--- config.mk ---
export PLATFORM = sky130hd
export DESIGN_NAME = adder_share_ctrl
export DESIGN_NICKNAME = d
export VERILOG_FILES = /design/src/rtl/adder_share_ctrl.sv
export SDC_FILE = /design/constraint.sdc
export NUM_CORES = 1
export LEC_CHECK = 0
export BUFFER_PORTS_ARGS = -buffer_cell sky130_fd_sc_hd__buf_2
export CAP_MARGIN = 20
export CORE_MARGIN = 2
export CORE_UTILIZATION = 40
export DETAILED_ROUTE_END_ITERATION = 12
export PLACE_DENSITY = 0.78
export SLEW_MARGIN = 20
export SYNTH_ARGS = -nofsm -noshare
export SYNTH_HDL_FRONTEND = slang
export SYNTH_SLANG_ARGS = --single-unit
export TNS_END_PERCENT = 1
--- constraint.sdc ---
create_clock -name clk -period 1.74 [get_ports clk]
set_clock_uncertainty 0.1 [all_clocks]
set_input_delay 0.261 -clock clk [delete_from_list [all_inputs] [get_ports clk]]
set_output_delay 0.261 -clock clk [all_outputs]
set_load 0.1 [all_outputs]
--- src/rtl/adder_share_ctrl.sv ---
// Round-robin scheduler sharing one four-lane registered adder among N requesters.
// One request at a time: accept, issue to adder, capture registered sum, respond.
module adder_share_ctrl #(
  parameter int unsigned W   = 8,
  parameter int unsigned N   = 4,
  localparam int unsigned IDW = ($clog2(N) > 1) ? $clog2(N) : 1
) (
  input  logic                 clk,
  input  logic                 rst_n,
  input  logic [N-1:0]         req_valid,
  output logic [N-1:0]         req_ready,
  input  logic [N*4*W-1:0]     req_ins,
  input  logic [N-1:0]         req_cin,
  output logic [4*W-1:0]       adder_ins,
  output logic                 adder_cin,
  input  logic [W+1:0]         adder_sm_r,
  input  logic                 adder_sm_zero_r,
  output logic                 rsp_valid,
  input  logic                 rsp_ready,
  output logic [IDW-1:0]       rsp_id,
  output logic [W+1:0]         rsp_sum,
  output logic                 rsp_zero,
  output logic                 busy
);

  localparam int unsigned OPW = 4 * W;

  typedef enum logic [1:0] {
    IDLE    = 2'd0,
    ISSUE   = 2'd1,
    CAPTURE = 2'd2,
    RESP    = 2'd3
  } state_t;

  state_t           state_q;
  state_t           state_d;

  logic [IDW-1:0]   last_grant;
  logic [IDW-1:0]   grant_idx;
  logic [IDW-1:0]   cand;
  logic             grant_found;
  logic             accept_c;

  logic [OPW-1:0]   op_r;
  logic             cin_r;
  logic [IDW-1:0]   id_r;

  logic [OPW-1:0]   req_op [N];

  for (genvar i = 0; i < int'(N); i++) begin : g_slice
    assign req_op[i] = req_ins[i*OPW +: OPW];
  end

  // Round-robin search starting just after the last granted requester
  always_comb begin
    grant_found = 1'b0;
    grant_idx   = '0;
    cand        = '0;
    for (int k = 1; k <= int'(N); k++) begin
      cand = IDW'((int'(last_grant) + k) % int'(N));
      if (!grant_found && req_valid[cand]) begin
        grant_found = 1'b1;
        grant_idx   = cand;
      end
    end
  end

  assign accept_c  = (state_q == IDLE) && grant_found;
  assign req_ready = (rst_n && accept_c) ? (N'(1) << grant_idx) : '0;

  assign adder_ins = op_r;
  assign adder_cin = cin_r;

  always_ff @(posedge clk or negedge rst_n) begin
    if (!rst_n) begin
      state_q <= IDLE;
    end else begin
      state_q <= state_d;
    end
  end

  always_comb begin
    state_d = state_q;
    case (state_q)
      IDLE:    if (grant_found) state_d = ISSUE;
      ISSUE:   state_d = CAPTURE;
      CAPTURE: state_d = RESP;
      RESP:    if (rsp_ready) state_d = IDLE;
      default: state_d = IDLE;
    endcase
  end

  // Operand latch, grant pointer and response registers
  always_ff @(posedge clk or negedge rst_n) begin
    if (!rst_n) begin
      op_r       <= '0;
      cin_r      <= 1'b0;
      id_r       <= '0;
      last_grant <= IDW'(N - 1);
      rsp_valid  <= 1'b0;
      rsp_id     <= '0;
      rsp_sum    <= '0;
      rsp_zero   <= 1'b0;
      busy       <= 1'b0;
    end else begin
      busy <= (state_d != IDLE);
      if (accept_c) begin
        op_r       <= req_op[grant_idx];
        cin_r      <= req_cin[grant_idx];
        id_r       <= grant_idx;
        last_grant <= grant_idx;
      end
      if (state_q == CAPTURE) begin
        rsp_sum   <= adder_sm_r;
        rsp_zero  <= adder_sm_zero_r;
        rsp_id    <= id_r;
        rsp_valid <= 1'b1;
      end else if (state_q == RESP && rsp_ready) begin
        rsp_valid <= 1'b0;
      end
    end
  end

endmodule

Word-level counts from Yosys, hierarchy flattened
Index checks and enable logic that the tools add are counted.
{"block": "classes", "magnitude_cmp": 6, "n_mux": 27, "n_reduce_logical": 12, "eq_ne": 3, "n_shift": 1, "addsub": 4, "bitwise_logic": 1}
{"operator": "binary-select mux 32 bit (select 2 bit)", "count": 1}
{"operator": "2-to-1 mux 32 bit", "count": 2}
{"operator": "< comparator 2 x 3 -> 1 bit (second input constant)", "count": 5}
{"operator": "2-to-1 mux 2 bit", "count": 6}
{"operator": "2-to-1 mux 1 bit", "count": 11}
{"operator": "binary-select mux 1 bit (select 2 bit)", "count": 5}
{"operator": "case mux 2 bit (4 select lines)", "count": 1}
{"operator": "logical AND 1 bit", "count": 6}
{"operator": "adder 2 x 1 -> 2 bit (second input constant)", "count": 2}
{"operator": "adder 2 bit (second input constant)", "count": 2}
{"operator": "== test 2 bit (second input constant)", "count": 2}
{"operator": "2-to-1 mux 4 bit", "count": 1}
{"operator": "nonzero test 2 bit", "count": 2}
{"operator": "left shift 1 x 2 -> 4 bit (first input constant)", "count": 1}
{"operator": "greater-or-equal comparator 3 bit (second input constant)", "count": 1}
{"operator": "zero test 1 bit", "count": 3}
{"operator": "NOT 2 -> 3 bit", "count": 1}
{"operator": "== test 2 x 1 -> 1 bit (second input constant)", "count": 1}
{"operator": "zero test 2 bit", "count": 1}
{"block": "totals", "output_inout_bits": 52, "regBits": 54, "elab_cells": 64}

Logic depth before layout (Yosys ltp)
Gate-level depths: netlist (run 1).
{"block": "depth", "depth_word": 17, "depth_mapped": 7}

Worst setup path after synthesis (run 1)
OpenSTA, ideal clock, no wires.
{"block": "synth_path", "path_kind": "register to output", "from": "reg last_grant[0]", "to": "out req_ready[0]", "setup_slack_ns": -1.210, "t_arrival_ns": 2.589, "stages_incl_launch_ff": 7, "n_path_buf": 2, "cell_sequence": "dfstp_2 nand2b_1 and3_1 clkbuf_1 clkbuf_1 nor2_1 nor2_1"}
{"block": "synth_via", "elab_chain_len": 16, "word_cells_on_any_way": 30}
{"element": "from (decl)", "line": "38", "source": "logic [IDW-1:0] last_grant;"}
{"element": "from (signal assigned)", "line": "99", "source": "last_grant <= IDW'(N - 1);"}
{"element": "from (signal assigned)", "line": "111", "source": "last_grant <= grant_idx;"}
{"element": "adder 2 x 1 -> 2 bit", "line": "60", "source": "cand = IDW'((int'(last_grant) + k) % int'(N));"}
{"element": "binary-select mux 1 bit (select 2 bit)", "line": "61", "source": "if (!grant_found && req_valid[cand]) begin"}
{"element": "2-to-1 mux 1 bit (not written as such)", "line": "61"}
{"element": "2-to-1 mux 1 bit", "line": "61"}
{"element": "zero test 1 bit", "line": "61"}
{"element": "logical AND 1 bit", "line": "61"}
{"element": "2-to-1 mux 1 bit", "line": "61"}
{"element": "zero test 1 bit", "line": "61"}
{"element": "logical AND 1 bit", "line": "61"}
{"element": "2-to-1 mux 1 bit", "line": "61"}
{"element": "zero test 1 bit", "line": "61"}
{"element": "logical AND 1 bit", "line": "61"}
{"element": "2-to-1 mux 1 bit", "line": "61"}
{"element": "logical AND 1 bit", "line": "68", "source": "assign accept_c = (state_q == IDLE) && grant_found;"}
{"element": "logical AND 1 bit", "line": "69", "source": "assign req_ready = (rst_n && accept_c) ? (N'(1) << grant_idx) : '0;"}
{"element": "2-to-1 mux 4 bit *", "line": "69"}
{"element": "to (decl)", "line": "11", "source": "output logic [N-1:0] req_ready,"}
Mark *: on every way between the ends. The rest lies on a longest branch, timed or not. The select of a mux whose other input is x is not followed.

Worst setup path after layout (run 1)
Ends and elaborated chain as after synthesis.

==> reports/summary.txt, run 1 <==
Max Root-Sink Buffers: 2
# diodes: 0
switching power: 0.00677 W
first-pass GRT wire length: 17800 microns
internal power: 0.00402 W
min Tclk post-route: 2.11 ns
switching share of power: 62.7%
CP arrival: 1.75 ns
max-slew violation count: 0
WL per Instance: 17.3 microns
status: finished with violations
max_cap viols: 0
WP data required: 1.38 ns
critical path buffer and inverter count: 2
vias in the first global route: 3811
dpl cells: 656
Flop pwr share: 20.8%
Leak: 2.29 nW
dpl hpwl: 8750 microns
Placement Setup Slack: -0.151 ns
Cell variety after synth: 38
mapped cell area: 3400 sq um
IO Count: 202
register area share after synthesis: 39.8%
failing checks: setup timing
core region area: 8220 sq um
gpl congestion: 0.931
largest net degree at the start of global routing: 40
Final Non-Filler Cells: 672
delay-heaviest family, CP: flip-flops
# setup viols final: 37
syn nets: 505
final wirelength: 11600 microns
initial antenna violation count: 0
Die Y: 96.2 microns
ANT nets after route: 0
CTS Buf Count: 5
Sink Count: 54
Max Fclk: 0.473 GHz
slowest CP cell: dfstp_2
synthesis-to-layout area growth: 45.3%
post-synth top area cell: dfrtp_1
Gate power share: 72.1%
DIE AREA: 9260 sq um
Detailed Routing Iterations Pass 1: 5
Initial Utilization: 41.4%
post-synth top area share: 38.2%
EDFF count, synth: 0
Tcrit/Tclk final: 121%
Mapped Cells: 355
final worst slack: -0.374 ns
ys async rst share: 100%
Tightest Hold Check Type: input pin to flop
PD cells: 2180 nW/um^2
fin nets: 716
DRT iter0 DRCs: 212
Synth Area per Inst: 9.59 sq um
CTS tree: yes
number of port buffers: 201
VDD IR max: 1160 uV
num rows: 33
crit path capture type: primary output
Syn. warnings: 0
GRT overflow: 0
H-tree depth: 2
Worst Path Max Fanout: 5
CP Cell Sequence: buf_4 -> nand2_1 -> a211oi_4 -> nor2_2 -> nor2_4 -> buf_12
Setup crit start kind: flop
DR vias: 3735
Design Area, Final: 4940 sq um
RSZ-0062 raised after global routing: true
area post-placement: 4720 sq um
DIE WIDTH: 96.2 microns
critical path's largest stage delay: 0.59 ns
Clock power frac: 7.1%
GRT Total Usage: 24.6%
routed vias/inst: 5.56
Worst-path clk slew: 0.12 ns
CTS root buf: clkbuf_8
top cells by area, synth: dfrtp_1 (38%), a221oi_2 (13%), a31oi_1 (6.3%)
DRC errors left: 0
endpoints failing hold: 0
Yosys reg bits: 54
Worst Tran Pin Value: 0.529 ns
Relative slew margins: 64.7%
worst skew pair latency: 0.32 ns
top_reg_cell synth: dfrtp_1
layout cells sized above 1: 55.6%
CP Class: flop to primary output
-- routing by layer --
metal	part of all wire [%]	global-route usage [%]	routed length, microns
met2	51	43.5	5880
met1	40	30.0	4640
met4	1.9	8.57	226
met3	7.3	4.23	848
met5	0	0	0
-- synthesized netlist by cell type (2+ instances only) --
cell / count
a31oi_1: 34
mux2_2: 13
inv_1: 4
a221oi_1: 4
o21ai_0: 35
clkbuf_1: 17
dfstp_2: 2
nand2_1: 6
a21o_1: 4
nor2b_1: 3
nand2b_1: 3
and3_1: 3
dfrtp_1: 52
buf_4: 4
a221oi_2: 29
nand3_1: 33
and2_1: 33
buf_2: 9
o21ai_1: 2
buf_6: 6
nor2_1: 42
-- cells in the final DEF, fill, tap and decap left out, types with 3 or more instances in the layout --
master	synthesis	routed
a221oi_2	29	33
a31oi_1	34	34
dfrtp_1	52	52
buf_12	0	7
nand2_2	1	3
nand2_1	6	3
a21o_1	4	4
inv_1	4	3
nand2b_1	3	3
mux2_2	13	13
clkbuf_8	0	5
buf_8	1	3
nor2_1	42	38
buf_4	4	31
o21ai_0	35	35
and2_1	33	33
nand3_1	33	33
nor2_4	0	3
buf_2	9	197
-- worst reg2reg max path: cells and delay by family (launching register included) --
kind	cells	cell delay (ns)
AOI/OAI and AO/OA	4	0.68
buffers and inverters	3	0.47
DFF	1	0.58
-- power by group through the flow --
stage | logic, W | registers [W] | clock network (W)
2_1_floorplan | 0.00223 | 0.00619 | 0
3_3_place_gp | 0.00744 | 0.00224 | 0
3_5_place_dp | 0.00756 | 0.00228 | 0
4_1_cts | 0.00775 | 0.00224 | 0.000785
5_1_grt | 0.00814 | 0.00232 | 0.000832
6_report | 0.00779 | 0.00224 | 0.000766
-- final cells by class --
type,instances,area (sq um)
sequential,54,1350
timing repair buffer,241,1440
tap,105,131
fill,705,3270
inverter,4,15.0
clock buffer,5,68.8
clock inverter,3,28.8
multi-input combinational,260,1910
-- path summary, 6_finish.rpt --
check	from	end	slack [ns]	cells after the start
min in group asynchronous	rst_n	id_r[1]	0.42	3
max in group asynchronous	rst_n	adder_ins[1]	0.62	3
hold / removal	adder_sm_r[3]	rsp_sum[3]	0.08	2
hold reg to reg	rsp_valid	rsp_valid	0.39	1
setup reg to reg	last_grant[1]	adder_ins[24]	-0.22	7
setup / recovery	last_grant[0]	req_ready[0]	-0.37	6
-- stage by stage --
step	hold slack, ns	TNS, ns	util (%)	power (W)
after floorplan	-0.135	-2.44	-	0.00842
after global placement	0.176	-1.81	57.4	0.00969
after detailed placement	0.180	-3.28	57.4	0.00983
after CTS	0.0755	-7.15	60.0	0.0108
after global routing	0.0660	-9.80	60.2	0.0113
final	0.0821	-6.93	60.2	0.0108
-- state kept, by name, summed over array words and instances, names as in the netlist --
register,cells
rsp_sum,10
id_r,2
adder_ins,32
adder_cin,1
rsp_zero,1
last_grant,2
state_q,2
rsp_valid,1
rsp_id,2
busy,1
-- logic make-up after synthesis --
family	Yosys count	share of synthesized area, %
buffers and inverters	41	6.95
AND/OR/NAND/NOR	129	19.6
flip-flops	54	39.8
AO/OA/AOI/OAI	118	29.4
multiplexers	13	4.30
-- repair_timing --
| item | 4_1_cts | 5_1_grt |
|---|---|---|
| setup buffers | 7 | 0 |
| setup endpoints to repair | 37 | 38 |
| endpoints found under the hold margin | 52 | 0 |
| resized for setup | 12 | 4 |
| pin swaps | 7 | 10 |
| hold buffers | 1 | 0 |
Power figures use the tool's default switching activity.
==> run 2, diff against run 1 <==
--- a/config.mk
+++ b/config.mk
@@ -15,4 +15,4 @@
 export SYNTH_ARGS = -nofsm -noshare
 export SYNTH_HDL_FRONTEND = slang
 export SYNTH_SLANG_ARGS = --single-unit
-export TNS_END_PERCENT = 1
+export TNS_END_PERCENT = 10
==> run 2 against run 1 <==
  * The flow still finishes with violations (setup timing)
  * Maximum frequency shrank 0.13%
  * Combinational power grew 1%
  * Clock-buffer cell count is the same
  * Sequential share of layout area shrank 0.37 points
  * Sequential power is essentially flat
  * Cell area grew 1.4%
  * Die area is the same
  * Clock power shrank 0.7%
  * Critical path depth is the same
  * Sequential cell count is the same
  * Register-to-register slack is essentially flat
==> reports/summary.txt, run 2 (synthesis gave the netlist of run 1 again) <==
Setup crit start: last_grant[1] (was last_grant[0])
DRT iter0 DRCs: 174 (was 212)
vias in the first global route: 3858 (was 3811)
DRC errors left: 0 (unchanged)
Clock power frac: 7.0% (was 7.1%)
RSZ-0062 raised after global routing: true (unchanged)
GRT overflow: 0 (unchanged)
Final Non-Filler Cells: 675 (was 672)
gpl congestion: 0.931 (unchanged)
fin nets: 719 (was 716)
core region area: 8220 sq um (unchanged)
max FFs per register: 32 (unchanged)
WP data required: 1.38 ns (about the same)
dpl cells: 656 (unchanged)
Leak: 2.31 nW (was 2.29 nW)
internal power: 0.00406 W (was 0.00402 W)
CP arrival: 1.76 ns (was 1.75 ns)
CTS root buf: clkbuf_8 (unchanged)
Initial Utilization: 41.4% (unchanged)
DIE WIDTH: 96.2 microns (unchanged)
reg2reg end: adder_ins[13] (was adder_ins[24])
min Tclk post-route: 2.12 ns (was 2.11 ns)
Die Y: 96.2 microns (unchanged)
# diodes: 0 (unchanged)
Gate power share: 72.3% (was 72.1%)
DIE AREA: 9260 sq um (unchanged)
failing checks: setup timing (unchanged)
Worst Tran Pin Value: 0.529 ns (about the same)
routed vias/inst: 5.63 (was 5.56)
status: finished with violations (unchanged)
num rows: 33 (unchanged)
CP Class: flop to primary output (unchanged)
Max Fclk: 0.472 GHz (was 0.473 GHz)
max_cap viols: 0 (unchanged)
layout cells sized above 1: 56.3% (was 55.6%)
CTS Buf Count: 5 (unchanged)
VDD IR max: 1140 uV (was 1160 uV)
Tcrit/Tclk final: 122% (was 121%)
R2R Setup Slk: -0.23 ns (was -0.22 ns)
worst skew pair latency: 0.31 ns (was 0.32 ns)
ANT nets after route: 0 (unchanged)
switching power: 0.00682 W (was 0.00677 W)
number of port buffers: 201 (unchanged)
max-slew violation count: 0 (unchanged)
WL per Instance: 17.5 microns (was 17.3 microns)
final worst slack: -0.377 ns (was -0.374 ns)
final wirelength: 11800 microns (was 11600 microns)
DR vias: 3801 (was 3735)
IO Count: 202 (unchanged)
Worst-path clk slew: 0.12 ns (about the same)
# setup viols final: 37 (unchanged)
WHS: 0.0843 ns (was 0.0821 ns)
GRT Total Usage: 24.8% (was 24.6%)
commonest non-fill, non-tap cell in the layout: buf_2 (unchanged)
Hold Startpoint: adder_sm_r[3] (unchanged)
Hold Path End: rsp_sum[3] (unchanged)
Sink Count: 54 (unchanged)
Relative slew margins: 64.7% (about the same)
first-pass GRT wire length: 17900 microns (was 17800 microns)
Placement Setup Slack: -0.151 ns (unchanged)
Worst Path Max Fanout: 4 (was 5)
Max Root-Sink Buffers: 2 (unchanged)
worst r2r src: last_grant[0] (was last_grant[1])
switching share of power: 62.7% (about the same)
H-tree depth: 2 (unchanged)
Flop pwr share: 20.7% (was 20.8%)
dpl hpwl: 8750 microns (unchanged)
most frequent cells in the layout: buf_2 (197), dfrtp_1 (52), nor2_1 (38) (unchanged)
hold depth: 2 (unchanged)
endpoints failing hold: 0 (unchanged)
CTS tree: yes (unchanged)
crit path capture type: primary output (unchanged)
worst-case reg-to-reg path depth: 8 (was 7)
Setup crit start kind: flop (unchanged)
initial antenna violation count: 0 (unchanged)
synthesis-to-layout area growth: 47.2% (was 45.3%)
Detailed Routing Iterations Pass 1: 6 (was 5)
Tightest Hold Check Type: input pin to flop (unchanged)
PD cells: 2170 nW/um^2 (was 2180 nW/um^2)
largest net degree at the start of global routing: 40 (unchanged)
run 2: cell types whose count changed in the layout (fill, tap and decap cells not counted), moves of 2 or more:
cell	delta
buf_8	-2
buf_6	+3
a221oi_2	-2
a221oi_4	+2
run 2: metrics by stage:
stage / cell area, sq um / setup TNS (ns) / utilization, % / total power [W]
final: 5010 / -7.66 / 61.0 / 0.0109
after global routing: 5010 / -10.45 / 61.0 / 0.0114
after CTS: 4940 / -7.15 / 60.1 / 0.0108
after detailed placement: 4720 / -3.28 / 57.4 / 0.00983
after global placement: 4720 / -1.81 / 57.4 / 0.00969
after floorplan: 3490 / -2.44 / - / 0.00842
run 2: final cells by class:
class	count	area (sq um)
sequential	54	1350
clock inverter	3	28.8
tap	105	131
fill	699	3210
clock buffer	5	68.8
timing repair buffer	244	1470
multi-input combinational	260	1950
inverter	4	15.0
run 2: routing by layer:
layer | wire [microns] | GRT usage [%]
met1 | 4710 | 30.1
met2 | 5990 | 43.9
met3 | 929 | 4.46
met4 | 196 | 8.57
met5 | 0 | 0
run 2: power groups by stage:
stage               registers, W  logic, W  clock network [W]
floorplan                0.00619   0.00223                  0
global placement         0.00224   0.00744                  0
detailed placement       0.00228   0.00756                  0
CTS                      0.00225   0.00776           0.000785
global route             0.00233   0.00823           0.000832
finish                   0.00225   0.00787           0.000761
run 2: worst max path at each step:
stage | endpoint | slack [ns]
finish | req_ready[1] | -0.38
global route | req_ready[1] | -0.43
CTS | req_ready[0] | -0.38
detailed placement | adder_ins[2] | -0.15
global placement | req_ready[1] | -0.09
floorplan | req_ready[1] | -0.34
run 2: worst max-delay path, stage by stage, from the launching register on:
cell	delay, ns
dfstp_2	0.58
inv_2	0.04
a221o_2	0.42
buf_12	0.14
nand2_4	0.05
nor2_4	0.04
buf_12	0.16
run 2: what timing repair did:
item | in CTS | in global routing
resized for setup | 14 | 11
pin swaps | 8 | 10
hold buffers | 1 | 0
hold endpoints to repair | 21 | 0
setup endpoints to repair | 37 | 41
buffers inserted | 8 | 2
